### config.mk
export PLATFORM = sky130hd
export DESIGN_NAME = of_input_arbiter
export DESIGN_NICKNAME = d
export VERILOG_FILES = /design/src/rtl/of_input_arbiter.sv
export SDC_FILE = /design/constraint.sdc
export NUM_CORES = 1
export LEC_CHECK = 0
export BUFFER_PORTS_ARGS = -buffer_cell sky130_fd_sc_hd__buf_2
export CAP_MARGIN = 20
export CORE_AREA = 2 2 471 473
export DETAILED_ROUTE_END_ITERATION = 10
export DIE_AREA = 0 0 473 475
export GPL_TIMING_DRIVEN = 0
export MAX_ROUTING_LAYER = met4
export PLACE_DENSITY = 0.36
export SLEW_MARGIN = 10
export SYNTH_ARGS = -nofsm -noshare
export SYNTH_HDL_FRONTEND = slang
export SYNTH_SLANG_ARGS = --single-unit
### constraint.sdc
create_clock -name aclk -period 10.41 [get_ports aclk]
set_input_delay 2.082 -clock aclk [delete_from_list [all_inputs] [get_ports aclk]]
set_output_delay 2.082 -clock aclk [all_outputs]
set_load 0.01 [all_outputs]
### src/rtl/of_input_arbiter.sv
// -----------------------------------------------------------------------------
// of_input_arbiter
//
// Packet-granular round-robin arbiter. It merges C_NUM_PORTS ingress
// AXI4-Stream ports into the single stream that feeds the OpenFlow datapath
// lookup pipeline.
//
// Behaviour:
//   - One requester is granted for a whole packet. Beats of different packets
//     are never interleaved.
//   - A 2-entry output buffer decouples m_axis_tready from the ingress tready
//     lines.
//
// Ports:
//   aclk, aresetn      clock; asynchronous active-low reset
//   s_axis_tdata/...   C_NUM_PORTS ingress streams, port i is slice [i*W +: W]
//   s_axis_tready      per-port ready, at most one bit high (granted port only)
//   m_axis_*           merged egress stream (head entry of the output buffer)
//   grant_port         index of the port currently or last granted
//   busy               high while a packet is locked (FSM state observation)
//
// Handshake semantics:
//   - A beat moves on a channel at a rising edge where valid && ready.
//   - Producers hold m_axis data stable while valid && !ready.
//   - s_axis_tready is decoded from registered state and occupancy only.
//
// Legal C_NUM_PORTS range is 2..8, so grant_port always fits in 3 bits.
// -----------------------------------------------------------------------------
module of_input_arbiter #(
    parameter int C_AXIS_DATA_WIDTH  = 64,
    parameter int C_AXIS_TUSER_WIDTH = 128,
    parameter int C_NUM_PORTS        = 5
) (
    input  logic                                        aclk,
    input  logic                                        aresetn,
    input  logic [C_NUM_PORTS*C_AXIS_DATA_WIDTH-1:0]     s_axis_tdata,
    input  logic [C_NUM_PORTS*C_AXIS_DATA_WIDTH/8-1:0]   s_axis_tstrb,
    input  logic [C_NUM_PORTS*C_AXIS_TUSER_WIDTH-1:0]    s_axis_tuser,
    input  logic [C_NUM_PORTS-1:0]                       s_axis_tvalid,
    output logic [C_NUM_PORTS-1:0]                       s_axis_tready,
    input  logic [C_NUM_PORTS-1:0]                       s_axis_tlast,
    output logic [C_AXIS_DATA_WIDTH-1:0]                 m_axis_tdata,
    output logic [C_AXIS_DATA_WIDTH/8-1:0]               m_axis_tstrb,
    output logic [C_AXIS_TUSER_WIDTH-1:0]                m_axis_tuser,
    output logic                                         m_axis_tvalid,
    input  logic                                         m_axis_tready,
    output logic                                         m_axis_tlast,
    output logic [2:0]                                   grant_port,
    output logic                                         busy
);

    localparam int W  = C_AXIS_DATA_WIDTH;
    localparam int SW = C_AXIS_DATA_WIDTH / 8;
    localparam int UW = C_AXIS_TUSER_WIDTH;
    localparam int EW = W + SW + UW + 1;   // {tlast, tuser, tstrb, tdata}

    localparam logic [C_NUM_PORTS-1:0] PORT0 = {{(C_NUM_PORTS-1){1'b0}}, 1'b1};

    typedef enum logic {
        ST_IDLE   = 1'b0,
        ST_LOCKED = 1'b1
    } state_e;

    state_e         state_q, state_d;
    logic [2:0]     grant_q, grant_d;

    // Output buffer: two entries addressed by 1-bit read/write pointers.
    logic [EW-1:0]  buf_q [2];
    logic           rd_ptr_q, wr_ptr_q;
    logic [1:0]     count_q, count_d;

    logic [W-1:0]   sel_data;
    logic [SW-1:0]  sel_strb;
    logic [UW-1:0]  sel_user;
    logic           sel_valid, sel_last;
    logic           in_ready, push, pop;

    // Ingress mux. The shifts select the slice of the granted port.
    assign sel_data  = W'(s_axis_tdata >> (32'(grant_q) * W));
    assign sel_strb  = SW'(s_axis_tstrb >> (32'(grant_q) * SW));
    assign sel_user  = UW'(s_axis_tuser >> (32'(grant_q) * UW));
    assign sel_valid = |(s_axis_tvalid & (PORT0 << grant_q));
    assign sel_last  = |(s_axis_tlast & (PORT0 << grant_q));

    // Ready depends only on registered state and occupancy. It never depends
    // on m_axis_tready, so there is no combinational path through the block.
    assign in_ready      = (state_q == ST_LOCKED) && (count_q != 2'd2);
    assign s_axis_tready = in_ready ? (PORT0 << grant_q) : '0;

    assign push = in_ready && sel_valid;
    assign pop  = (count_q != 2'd0) && m_axis_tready;

    // Next-state logic. In IDLE the search starts one past the last grant, so
    // the previously granted port has the lowest priority.
    always_comb begin
        int  cand;
        logic found;
        state_d = state_q;
        grant_d = grant_q;
        cand    = 0;
        found   = 1'b0;
        case (state_q)
            ST_IDLE: begin
                for (int k = 1; k <= C_NUM_PORTS; k++) begin
                    cand = int'(grant_q) + k;
                    if (cand >= C_NUM_PORTS) begin
                        cand = cand - C_NUM_PORTS;
                    end
                    if (!found && (|(s_axis_tvalid & (PORT0 << cand)))) begin
                        found   = 1'b1;
                        grant_d = 3'(cand);
                        state_d = ST_LOCKED;
                    end
                end
            end
            ST_LOCKED: begin
                if (push && sel_last) begin
                    state_d = ST_IDLE;
                end
            end
            default: state_d = ST_IDLE;
        endcase
    end

    always_comb begin
        count_d = count_q;
        if (push && !pop) begin
            count_d = count_q + 2'd1;
        end else if (pop && !push) begin
            count_d = count_q - 2'd1;
        end
    end

    always_ff @(posedge aclk or negedge aresetn) begin
        if (!aresetn) begin
            state_q <= ST_IDLE;
            grant_q <= 3'(C_NUM_PORTS - 1);
        end else begin
            state_q <= state_d;
            grant_q <= grant_d;
        end
    end

    // Reset also clears buffered beats, so a packet cut by reset is dropped
    // and the egress outputs read zero.
    always_ff @(posedge aclk or negedge aresetn) begin
        if (!aresetn) begin
            buf_q[0] <= '0;
            buf_q[1] <= '0;
            rd_ptr_q <= 1'b0;
            wr_ptr_q <= 1'b0;
            count_q  <= 2'd0;
        end else begin
            if (push) begin
                buf_q[wr_ptr_q] <= {sel_last, sel_user, sel_strb, sel_data};
                wr_ptr_q        <= ~wr_ptr_q;
            end
            if (pop) begin
                rd_ptr_q <= ~rd_ptr_q;
            end
            count_q <= count_d;
        end
    end

    assign {m_axis_tlast, m_axis_tuser, m_axis_tstrb, m_axis_tdata} = buf_q[rd_ptr_q];
    assign m_axis_tvalid = (count_q != 2'd0);
    assign grant_port    = grant_q;
    assign busy          = (state_q == ST_LOCKED);

endmodule

# --- Yosys cells after proc, flatten, opt, wreduce, memory -nomap -nowiden ---
# Index checks and enable logic that the tools add are counted.
op_classes:
  addsub: 12
  magnitude_cmp: 8
  eq_ne: 1
  shifts: 9
  muxes: 38
  bitwise: 12
  reduce_logical: 28
op_table:
  columns: ["operator", "n"]
  rows:
  - ["$mux 201", 4]
  - ["$shr 640x10->128", 1]
  - ["$bwmux 402", 1]
  - ["$mux 32", 10]
  - ["$shr 320x9->64", 1]
  - ["$demux 201 s1", 1]
  - ["$shl 1x32->5 const A", 5]
  - ["$shr 40x6->8", 1]
  - ["$and 5x5->5", 7]
  - ["$reduce_or 5->1", 7]
  - ["$sub 4x3->5 const B", 5]
  - ["$ge 4x3->1 const B", 5]
  - ["$mux 3", 5]
  - ["$mux 1", 13]
  - ["$logic_and 1x1->1", 11]
  - ["$add 3x2->4 const B", 2]
  - ["$add 3x3->4 const B", 2]
  - ["$logic_not 1->1", 6]
  - ["$mux 5", 1]
  - ["$reduce_bool 5->1", 1]
  - ["$shl 1x3->5 const A", 1]
  - ["$add 3x1->4 const B", 1]
  - ["$ge 2x2->1 const B", 2]
  - ["$mux 2", 2]
  - ["other kinds (9)", 13]
totals:
  register_bits: 410
  input_bits: 1013
  elab_cells: 115

# --- Depth between registers and ports, before layout ---
# Gate-level depths: netlist of run 1.
logic_depth:
  word_depth: 25
  depth_mapped: 15
  mapped_depth_nobuf: 12

# --- Least setup slack after synthesis of run 1 ---
# Ideal clock, no wire load.
synth_timing:
  path_type: "register to output"
  from: "reg grant_q[1] (netlist: grant_port[1])"
  to: "out s_axis_tready[0]"
  arrival_time_ns: 1.777
  path_slack_ns: 6.551
  path_stages_with_launch: 8
  cell_sequence: "dfrtp_1 -> clkbuf_1 -> clkbuf_1 -> inv_1 -> ha_1 -> buf_2 -> inv_1 -> nor3_1"
synth_between:
  elab_chain_cells: 2
synth_lines:
  columns: ["element", "line_no", "source"]
  rows:
  - ["from (decl)", "65", "logic [2:0] grant_q, grant_d;"]
  - ["from (signal assigned)", "137", "grant_q <= 3'(C_NUM_PORTS - 1);"]
  - ["from (signal assigned)", "140", "grant_q <= grant_d;"]
  - ["$shl 1x3->5", "88", "assign s_axis_tready = in_ready ? (PORT0 << grant_q) : '0;"]
  - ["$mux 5", "88", null]
  - ["to (decl)", "40", "output logic [C_NUM_PORTS-1:0] s_axis_tready,"]
# No other way between the ends.

# --- Worst setup path in the final report of run 1 ---
layout_timing:
  from: "reg grant_q[1] (netlist: grant_port[1])"
  to: "reg buf_q[154] in the netlist's numbering"
layout_between:
  elab_chain_cells: 4
  elab_cells_between_ends: 6
  classes_between: "shift: 2; mux: 1; bitwise: 1; reduce/logical: 2"
layout_lines:
  columns: ["element", "line_no", "source"]
  rows:
  - ["$shl 1x3->5", "82", "assign sel_valid = |(s_axis_tvalid & (PORT0 << grant_q));"]
  - ["$and 5x5->5", "82", null]
  - ["$reduce_or 5->1", "82", null]
  - ["$logic_and 1x1->1", "90", "assign push = in_ready && sel_valid;"]
  - ["via push", "76", "logic in_ready, push, pop;"]
  - ["to (signal, indexed assignment)", "155", "buf_q[wr_ptr_q] <= {sel_last, sel_user, sel_strb, sel_data};"]
  - ["to (decl)", "68", "logic [EW-1:0] buf_q [2];"]
# The timed path passes the listed nets, and every way through them passes these cells.
# A chain may end at the register's enable or synchronous reset.

==> results of run 1 <==
[per-stage QoR]
stage | setup WS (ps) | total power [uW] | instances
final | 3720 | 12600 | 6576
after global routing | 3250 | 13500 | 6555
after CTS | 3530 | 12900 | 6463
after detailed placement | 3580 | 10800 | 6361
after global placement | -2330 | 10600 | 6332
after floorplan | 6550 | 6800 | 2238
[worst register-to-register path: cells and delay by family (launching register included)]
kind,cells,cell delay (ps)
buffers and inverters,9,4250
AO/OA/AOI/OAI,3,890
flip-flops,1,630
AND/OR/NAND/NOR,2,530
adder cells (fa/ha/maj),1,290
[power by group]
group	switching, uW	internal, uW
logic	5000	2850
registers	364	2350
clock network	837	1220
[cells in the final DEF, fill, tap and decap left out, types with 4 or more instances in the layout]
cell type,count
a21oi_1,218
a22oi_1,204
a31oi_1,5
and3_1,4
buf_1,7
buf_12,12
buf_16,5
buf_2,1250
buf_6,8
buf_8,10
bufinv_16,7
clkbuf_1,160
clkbuf_16,55
clkbuf_2,21
clkbuf_8,11
clkinv_2,11
clkinvlp_4,6
dfrtp_1,409
diode_2,112
ha_1,15
inv_1,10
mux2_2,202
mux2i_1,5
mux4_2,202
nand2_1,223
nand2b_1,4
nor2_1,221
nor2b_1,5
nor3_1,6
o211ai_1,4
o21ai_0,213
xnor2_1,7
[layout make-up]
type	instances	area [um^2]
Fill cell	24800	182000
Timing Repair Buffer	1253	6690
Inverter	12	45.0
Multi-Input combinational cell	1602	13300
Tap cell	2871	3590
Buffer	214	906
Antenna cell	112	280
Clock buffer	75	1560
Clock inverter	27	348
Sequential cell	410	10300
[kinds of logic (layout without fill, tap and decap cells)]
kind of cell | Yosys count | in the layout | synth area share
AOI/OAI and AO/OA | 683 | 683 | 0.169
and+or+nand+nor | 482 | 482 | 0.0787
muxes | 410 | 410 | 0.282
DFF | 410 | 410 | 0.420
buffers and inverters | 226 | 1581 | 0.0375
adders and majority gates | 16 | 16 | 0.00850
xor gates and xnor gates | 11 | 11 | 0.00425
other | 0 | 112 | 0
[state kept, by name, summed over array words and instances (netlist names)]
register / cells
buf_q: 402
busy: 1
wr_ptr_q: 1
grant_port: 3
count_q: 2
rd_ptr_q: 1
[final timing paths]
check,startpoint,to
max,grant_port[1],buf_q[154]
min,buf_q[30],buf_q[30]
max reg2reg,grant_port[1],buf_q[154]
min reg2reg,buf_q[30],buf_q[30]
max in group asynchronous,aresetn,buf_q[316]
min in group asynchronous,aresetn,buf_q[253]
[routing by layer]
layer	track usage	vias to the layer above	share of wire
met2	0.293	1430	0.47
met5	-	-	0
met4	0.0686	0	0.038
met1	0.216	13300	0.40
li1	-	11200	-
met3	0.0518	264	0.093
==> impl_metrics.tcl, run 1 <==
set metrics [dict create \
    status "finished, final reports clean" \
    syn-mean-instance-area_um2 10.9 \
    syn_inst 2238 \
    r2r_slack_ps 3720 \
    die_height_um 475 \
    yosys.area.top_type "dfrtp_1" \
    fin_crit_sh 0.642 \
    ys_types 69 \
    hpwl_mm 178 \
    port_buffers 1223 \
    dieArea_um2 225000 \
    place.gp.congestion 0.947 \
    final_core_util 0.169 \
    initial_utilization 0.112 \
    finClkSkew_ps 24.6 \
    end_kind "register" \
    area_delta_synth_final_pct 51.2 \
    ios 1224 \
    cts_tree "built" \
    drt-total-wl_mm 207 \
    slew_viol_final 0 \
    cts-buffers-inserted 55 \
    clock_sinks 410 \
    synth-seq-cells 410 \
    synthArstFlopShare 1.00 \
    syn_area_um2 24400 \
    setup_violations 0 \
    min_period_ps 6690 \
    yosysMostFrequentCell "dfrtp_1" \
    grt_usage 0.182 \
    max_cap_viol_count 0 \
    whs_path_depth 2 \
    critical_path_class "register to register" \
    ys.flop_type "dfrtp_1" \
    start_kind "register" \
    grt-ovfl-total 0 \
    hold_class "register to register" \
    peakVddDrop_mv 0.115 \
    cp_top_family "buffers and inverters" \
    htreeDepth 2 \
    finalHoldViolCount 0 \
    clk_path_buf_depth 3 \
    layout-drive-gt1-share 0.508 \
    slew_headroom 0.249 \
    core.rowCount 172 \
    holdWs_ps 470 \
    placed_cell_area_um2 34700 \
    yosysSeqAreaShare 0.420 \
    reg2reg_depth 15 \
    critPathMaxFanout 11 \
    avgViaCountPerCell 3.99 \
    synth_edf_count 0 \
    fin_area_um2 36900 \
    crit_arrival_ps 7240 \
    fmax_mhz 150 \
    die_w_um 473 \
    slowest_stage "clkbuf_1" \
    hold_buffers 0 \
    fin_nets 4577 \
    post_drt_wl_per_cell_um 31.5 \
    clk_pin_slew_ps 70 \
    required_ps 10970 \
    slowest_delay_ps 840 \
    path_cells "clkbuf_1 -> clkbuf_4 -> inv_1 -> ha_1 -> buf_2 -> a222oi_1 -> a221o_1 -> inv_1 -> nand2_1 -> buf_2 -> clkbuf_2 -> buf_12 -> clkbuf_1 -> nand2_1 -> o21ai_0" \
    rsz0062_at_grt "no" \
    final.setup.tns_ps 0 \
    synthTopCellsByArea "dfrtp_1 (42%), mux4_2 (19%), mux2_2 (9.3%)" \
    grt_pass1_wl_mm 263 \
    clk_latency_ps 670 \
    path_buf_inv 9 \
    leakage_uw 0.0158 \
    root_buffer "clkbuf_16" \
    postCtsSetupBuffers 0 \
    p_per_area_nw_per_um2 341 \
    synth_top_area_frac 0.419 \
    vias 26200 \
    synth_common_cells "dfrtp_1 (409), nand2_1 (223), nor2_1 (221), a21oi_1 (218), o21ai_0 (213)" \
    grt_pass1_vias 27000 \
    grt_max_degree 93 \
    antenna_found_initial 149 \
    antenna_left 0 \
    coreArea_um2 219000 \
    worstMarginPinSlew_ps 1130 \
    cts_resized 0 \
    drc 0 \
    synth_fp_nets 3267 \
    dr.pass1.iters 5 \
    drtIter0Drc 2233 \
    yosys_warnings 0 \
    critical_path_depth 15 \
]
No activity file was read; power rests on OpenSTA's default activity.
==> run 2: changes to the inputs <==
--- a/config.mk
+++ b/config.mk
@@ -7,12 +7,12 @@
 export LEC_CHECK = 0
 export BUFFER_PORTS_ARGS = -buffer_cell sky130_fd_sc_hd__buf_2
 export CAP_MARGIN = 20
-export CORE_AREA = 2 2 471 473
+export CORE_AREA = 2 2 481 483
 export DETAILED_ROUTE_END_ITERATION = 10
-export DIE_AREA = 0 0 473 475
+export DIE_AREA = 0 0 483 485
 export GPL_TIMING_DRIVEN = 0
 export MAX_ROUTING_LAYER = met4
-export PLACE_DENSITY = 0.36
+export PLACE_DENSITY = 0.35
 export SLEW_MARGIN = 10
 export SYNTH_ARGS = -nofsm -noshare
 export SYNTH_HDL_FRONTEND = slang
==> constraint.sdc (replaced) <==
create_clock -name aclk -period 6.3 [get_ports aclk]
set_input_delay 1.26 -clock aclk [delete_from_list [all_inputs] [get_ports aclk]]
set_output_delay 1.26 -clock aclk [all_outputs]
set_load 0.01 [all_outputs]
==> impl_metrics.tcl, run 2 (same netlist as run 1, synthesis figures left out) <==
set metrics [dict create \
    status "finished, final reports clean" \
    reg2reg_from "grant_port[1]" \
    vias 26400 \
    hold_class "input port to asynchronous set/reset pin" \
    rsz0062_at_grt "no" \
    max_cap_viol_count 0 \
    port_buffers 1223 \
    largest_reg_flops 402 \
    htreeDepth 2 \
    die_height_um 485 \
    drtIter0Drc 1902 \
    slowest_stage "dfrtp_1" \
    grt_pass1_vias 27000 \
    slowest_delay_ps 620 \
    avgViaCountPerCell 3.90 \
    post_drt_wl_per_cell_um 31.8 \
    drc 0 \
    grt_max_degree 89 \
    antenna_found_initial 193 \
    top_register "buf_q" \
    hold_buffers 0 \
    clk_pin_slew_ps 60 \
    critical_path_depth 15 \
    fin_crit_sh 0.911 \
    final_cells 6762 \
    area_delta_synth_final_pct 52.3 \
    layout-drive-gt1-share 0.508 \
    fin_nets 4575 \
    grt-ovfl-total 0 \
    placed_cells 6513 \
    slew_headroom 0.191 \
    cts_tree "built" \
    critPathMaxFanout 13 \
    coreArea_um2 229000 \
    rr_endpoint "buf_q[56]" \
    p_per_area_nw_per_um2 562 \
    finClkSkew_ps 44.6 \
    endpoint "buf_q[56]" \
    reg2reg_depth 15 \
    dr.pass1.iters 5 \
    finalHoldViolCount 0 \
    leakage_uw 0.0158 \
    setup_violations 0 \
    dieArea_um2 234000 \
    antenna_left 0 \
    required_ps 6890 \
    final.setup.tns_ps 0 \
    crit_arrival_ps 6330 \
    cts-buffers-inserted 57 \
    grt_pass1_wl_mm 274 \
    mostFrequentLayoutCell "buf_2" \
    root_buffer "clkbuf_16" \
    clk_latency_ps 690 \
    ios 1224 \
    initial_utilization 0.107 \
    hpwl_mm 185 \
    peakVddDrop_mv 0.199 \
    critical_path_class "register to register" \
    final_cell_mix "buf_2 (1,250), dfrtp_1 (409), nand2_1 (223)" \
    worstMarginPinSlew_ps 1210 \
    place.gp.congestion 0.973 \
    cp_top_family "buffers and inverters" \
    grt_usage 0.182 \
    clk_path_buf_depth 3 \
    postCtsSetupBuffers 0 \
    start_kind "register" \
    min_period_ps 5740 \
    core.rowCount 176 \
    path_cells "clkbuf_2 -> clkbuf_8 -> inv_1 -> ha_1 -> buf_2 -> a222oi_1 -> a221o_1 -> inv_1 -> nand2_1 -> buf_2 -> clkbuf_2 -> buf_16 -> clkbuf_1 -> nand2_1 -> o21ai_0" \
    die_w_um 483 \
    startpoint "grant_port[1]" \
    clock_sinks 410 \
    end_kind "register" \
    drt-total-wl_mm 215 \
    fmax_mhz 174 \
    path_buf_inv 9 \
    slew_viol_final 0 \
    r2r_slack_ps 560 \
]
## run 2: per-stage QoR
stage	cell area (um^2)	total power [uW]	utilization	setup WS [ps]	hold slack (ps)
finish	37200	20900	0.162	564	413
global route	37200	22400	0.162	206	375
CTS	36800	21500	0.161	28.7	341
detailed placement	34900	17900	0.152	-379	464
global placement	34300	17600	0.150	-5810	455
floorplan	24400	11200	-	2620	444
## run 2: timing repair
item	4_1_cts	5_1_grt
setup endpoints to repair	94	11
endpoints found under the hold margin	0	0
cloned	0	0
resized for setup	2	2
## run 2: worst min-delay path by stage
| stage | to | from | depth (start not counted) |
|---|---|---|---|
| after global routing | buf_q[57] | aresetn | 1 |
| after global placement | buf_q[45] | buf_q[45] | 2 |
| after CTS | buf_q[51] | aresetn | 1 |
| after detailed placement | buf_q[174] | buf_q[174] | 2 |
| after floorplan | buf_q[0] | buf_q[0] | 2 |
| final | buf_q[51] | aresetn | 1 |
## run 2: per-layer routing
| metal | GRT usage | vias to the layer above | share of wire |
|---|---|---|---|
| met5 | - | - | 0 |
| met4 | 0.0602 | 0 | 0.036 |
| met3 | 0.0565 | 294 | 0.085 |
| met2 | 0.305 | 1493 | 0.49 |
| met1 | 0.206 | 13400 | 0.39 |
| li1 | - | 11200 | - |
## run 2: cell type report
cell class | count | area (um^2)
Timing Repair Buffer | 1249 | 6640
Inverter | 12 | 45.0
Sequential cell | 410 | 10300
Buffer | 214 | 921
Multi-Input combinational cell | 1602 | 13300
Fill cell | 26100 | 192000
Clock buffer | 78 | 1580
Tap cell | 3026 | 3790
Clock inverter | 26 | 358
Antenna cell | 145 | 363
## run 2: power breakdown
part	internal, uW	switching (uW)	total [uW]
registers	3880	593	4470
clock network	2040	1400	3430
logic	4670	8340	13000
total	10600	10300	20900
==> run 3: changes to the inputs <==
--- a/config.mk
+++ b/config.mk
@@ -5,6 +5,7 @@
 export SDC_FILE = /design/constraint.sdc
 export NUM_CORES = 1
 export LEC_CHECK = 0
+export ABC_CLOCK_PERIOD_IN_PS = 6300
 export BUFFER_PORTS_ARGS = -buffer_cell sky130_fd_sc_hd__buf_2
 export CAP_MARGIN = 20
 export CORE_AREA = 2 2 481 483
@@ -12,7 +13,7 @@
 export DIE_AREA = 0 0 483 485
 export GPL_TIMING_DRIVEN = 0
 export MAX_ROUTING_LAYER = met4
-export PLACE_DENSITY = 0.35
+export PLACE_DENSITY = 0.31
 export SLEW_MARGIN = 10
 export SYNTH_ARGS = -nofsm -noshare
 export SYNTH_HDL_FRONTEND = slang
==> impl_metrics.tcl, run 3 (same netlist as run 1, synthesis figures left out) <==
set metrics [dict create \
    htreeDepth 2 \
    finClkSkew_ps 39.3 \
    antenna_found_initial 174 \
    clk_pin_slew_ps 60 \
    swShare 0.490 \
    min_period_ps 5750 \
    coreArea_um2 229000 \
    postCtsSetupBuffers 0 \
    drt-total-wl_mm 210 \
    vias 26000 \
    clock_sinks 410 \
    root_buffer "clkbuf_16" \
    critPathMaxFanout 10 \
    critical_path_class "register to register" \
    fin_area_um2 37300 \
    slew_viol_final 0 \
    required_ps 6890 \
    grt_usage 0.179 \
    core.rowCount 176 \
    port_buffers 1223 \
    top_register "buf_q" \
    largest_reg_flops 402 \
    dieArea_um2 234000 \
    fin_crit_sh 0.912 \
    hpwl_mm 180 \
    fin_nets 4577 \
    status "finished, final reports clean" \
    post_drt_wl_per_cell_um 31.2 \
    layout-drive-gt1-share 0.508 \
    internal_power_uw 10800 \
    die_height_um 485 \
    start_kind "register" \
    grt-ovfl-total 0 \
    switchingPower_uw 10300 \
    p_total_uw 21100 \
    avgViaCountPerCell 3.86 \
    cts_tree "built" \
    place.gp.congestion 0.950 \
    clk_latency_ps 700 \
    clockPowerShare 0.174 \
    peakVddDrop_mv 0.222 \
    ios 1224 \
    grt_pass1_wl_mm 270 \
    area_delta_synth_final_pct 52.7 \
    finalHoldViolCount 0 \
    p_per_area_nw_per_um2 566 \
    crit_arrival_ps 6340 \
    setup_violations 0 \
    final_core_util 0.163 \
    slew_headroom 0.164 \
    placed_cell_area_um2 34900 \
    drtIter0Drc 1924 \
    hold_class "input port to asynchronous set/reset pin" \
    drc 0 \
    clk_path_buf_depth 3 \
    leakage_uw 0.0159 \
    cts-buffers-inserted 60 \
    grt_pass1_vias 27000 \
    die_w_um 483 \
    worstMarginPinSlew_ps 1250 \
    rsz0062_at_grt "no" \
    power_frac_comb 0.615 \
    power_frac_seq 0.212 \
    mostFrequentLayoutCell "buf_2" \
    fmax_mhz 174 \
    final_cell_mix "buf_2 (1,250), dfrtp_1 (409), nand2_1 (223)" \
    end_kind "register" \
    max_cap_viol_count 0 \
    initial_utilization 0.107 \
    dr.pass1.iters 5 \
    grt_max_degree 90 \
    antenna_left 0 \
]
-- run 3: changes by cell type in the layout (fill, tap and decap cells not counted), moves of 3 or more --
cell / previous run / this run
diode_2: 145 / 125
clkbuf_1: 159 / 156
buf_8: 7 / 4
clkbuf_16: 58 / 61
-- run 3: path summary, 6_finish.rpt --
| path | startpoint | to | slack, ps | cells after the start |
|---|---|---|---|---|
| setup / recovery | grant_port[1] | buf_q[158] | 550 | 15 |
| max in group asynchronous | aresetn | buf_q[113] | 4250 | 4 |
| hold / removal | aresetn | buf_q[53] | 400 | 1 |
| setup reg to reg | grant_port[1] | buf_q[158] | 550 | 15 |
| hold reg to reg | buf_q[169] | buf_q[169] | 470 | 2 |
| min in group aclk | buf_q[169] | buf_q[169] | 470 | 2 |
-- run 3: timing repair --
item                       CTS  global route
hold buffers                 0             0
gates resized for setup      0             5
setup endpoints to repair    0            81
-- run 3: metrics by stage --
stage	hold slack, ps	instances	TNS [ps]	setup WS [ps]
after floorplan	444	2238	0	2620
after global placement	455	6487	-3135160	-6020
after detailed placement	464	6511	0	10.2
after CTS	315	6617	0	0.785
after global routing	348	6697	0	194
final	396	6743	0	555
-- run 3: critical path: stages (launching register included) --
cell and delay (ps):
dfrtp_1 590, clkbuf_2 470, clkbuf_2 580, inv_1 350
ha_1 270, buf_2 180, a222oi_1 310, a221o_1 390
inv_1 140, nand2_1 440, buf_2 520, clkbuf_2 230
buf_12 180, clkdlybuf4s15_1 660, nand2_1 110, o21ai_0 100
-- run 3: layer usage --
layer  track usage  part of all wire  vias up
li1              -                 -    11200
met1         0.208              0.41    13200
met2         0.297              0.48     1361
met3        0.0552             0.082      248
met4        0.0478             0.029        0
met5             -                 0        -
-- run 3: power groups by stage --
stage,clock network (uW),registers (uW),logic [uW]
5_1_grt,3900,4630,14100
6_report,3670,4470,13000
3_3_place_gp,0,4500,13200
4_1_cts,3820,4470,13400
2_1_floorplan,0,4330,6900
3_5_place_dp,0,4510,13400
-- run 3: area by class of cell --
class,instances,area [um^2]
fill,26000,192000
multi-input combinational,1602,13300
sequential,410,10300
timing repair buffer,1248,6650
tap,3026,3790
clock buffer,78,1670
buffer,214,911
clock inverter,28,413
antenna,125,313
inverter,12,45.0
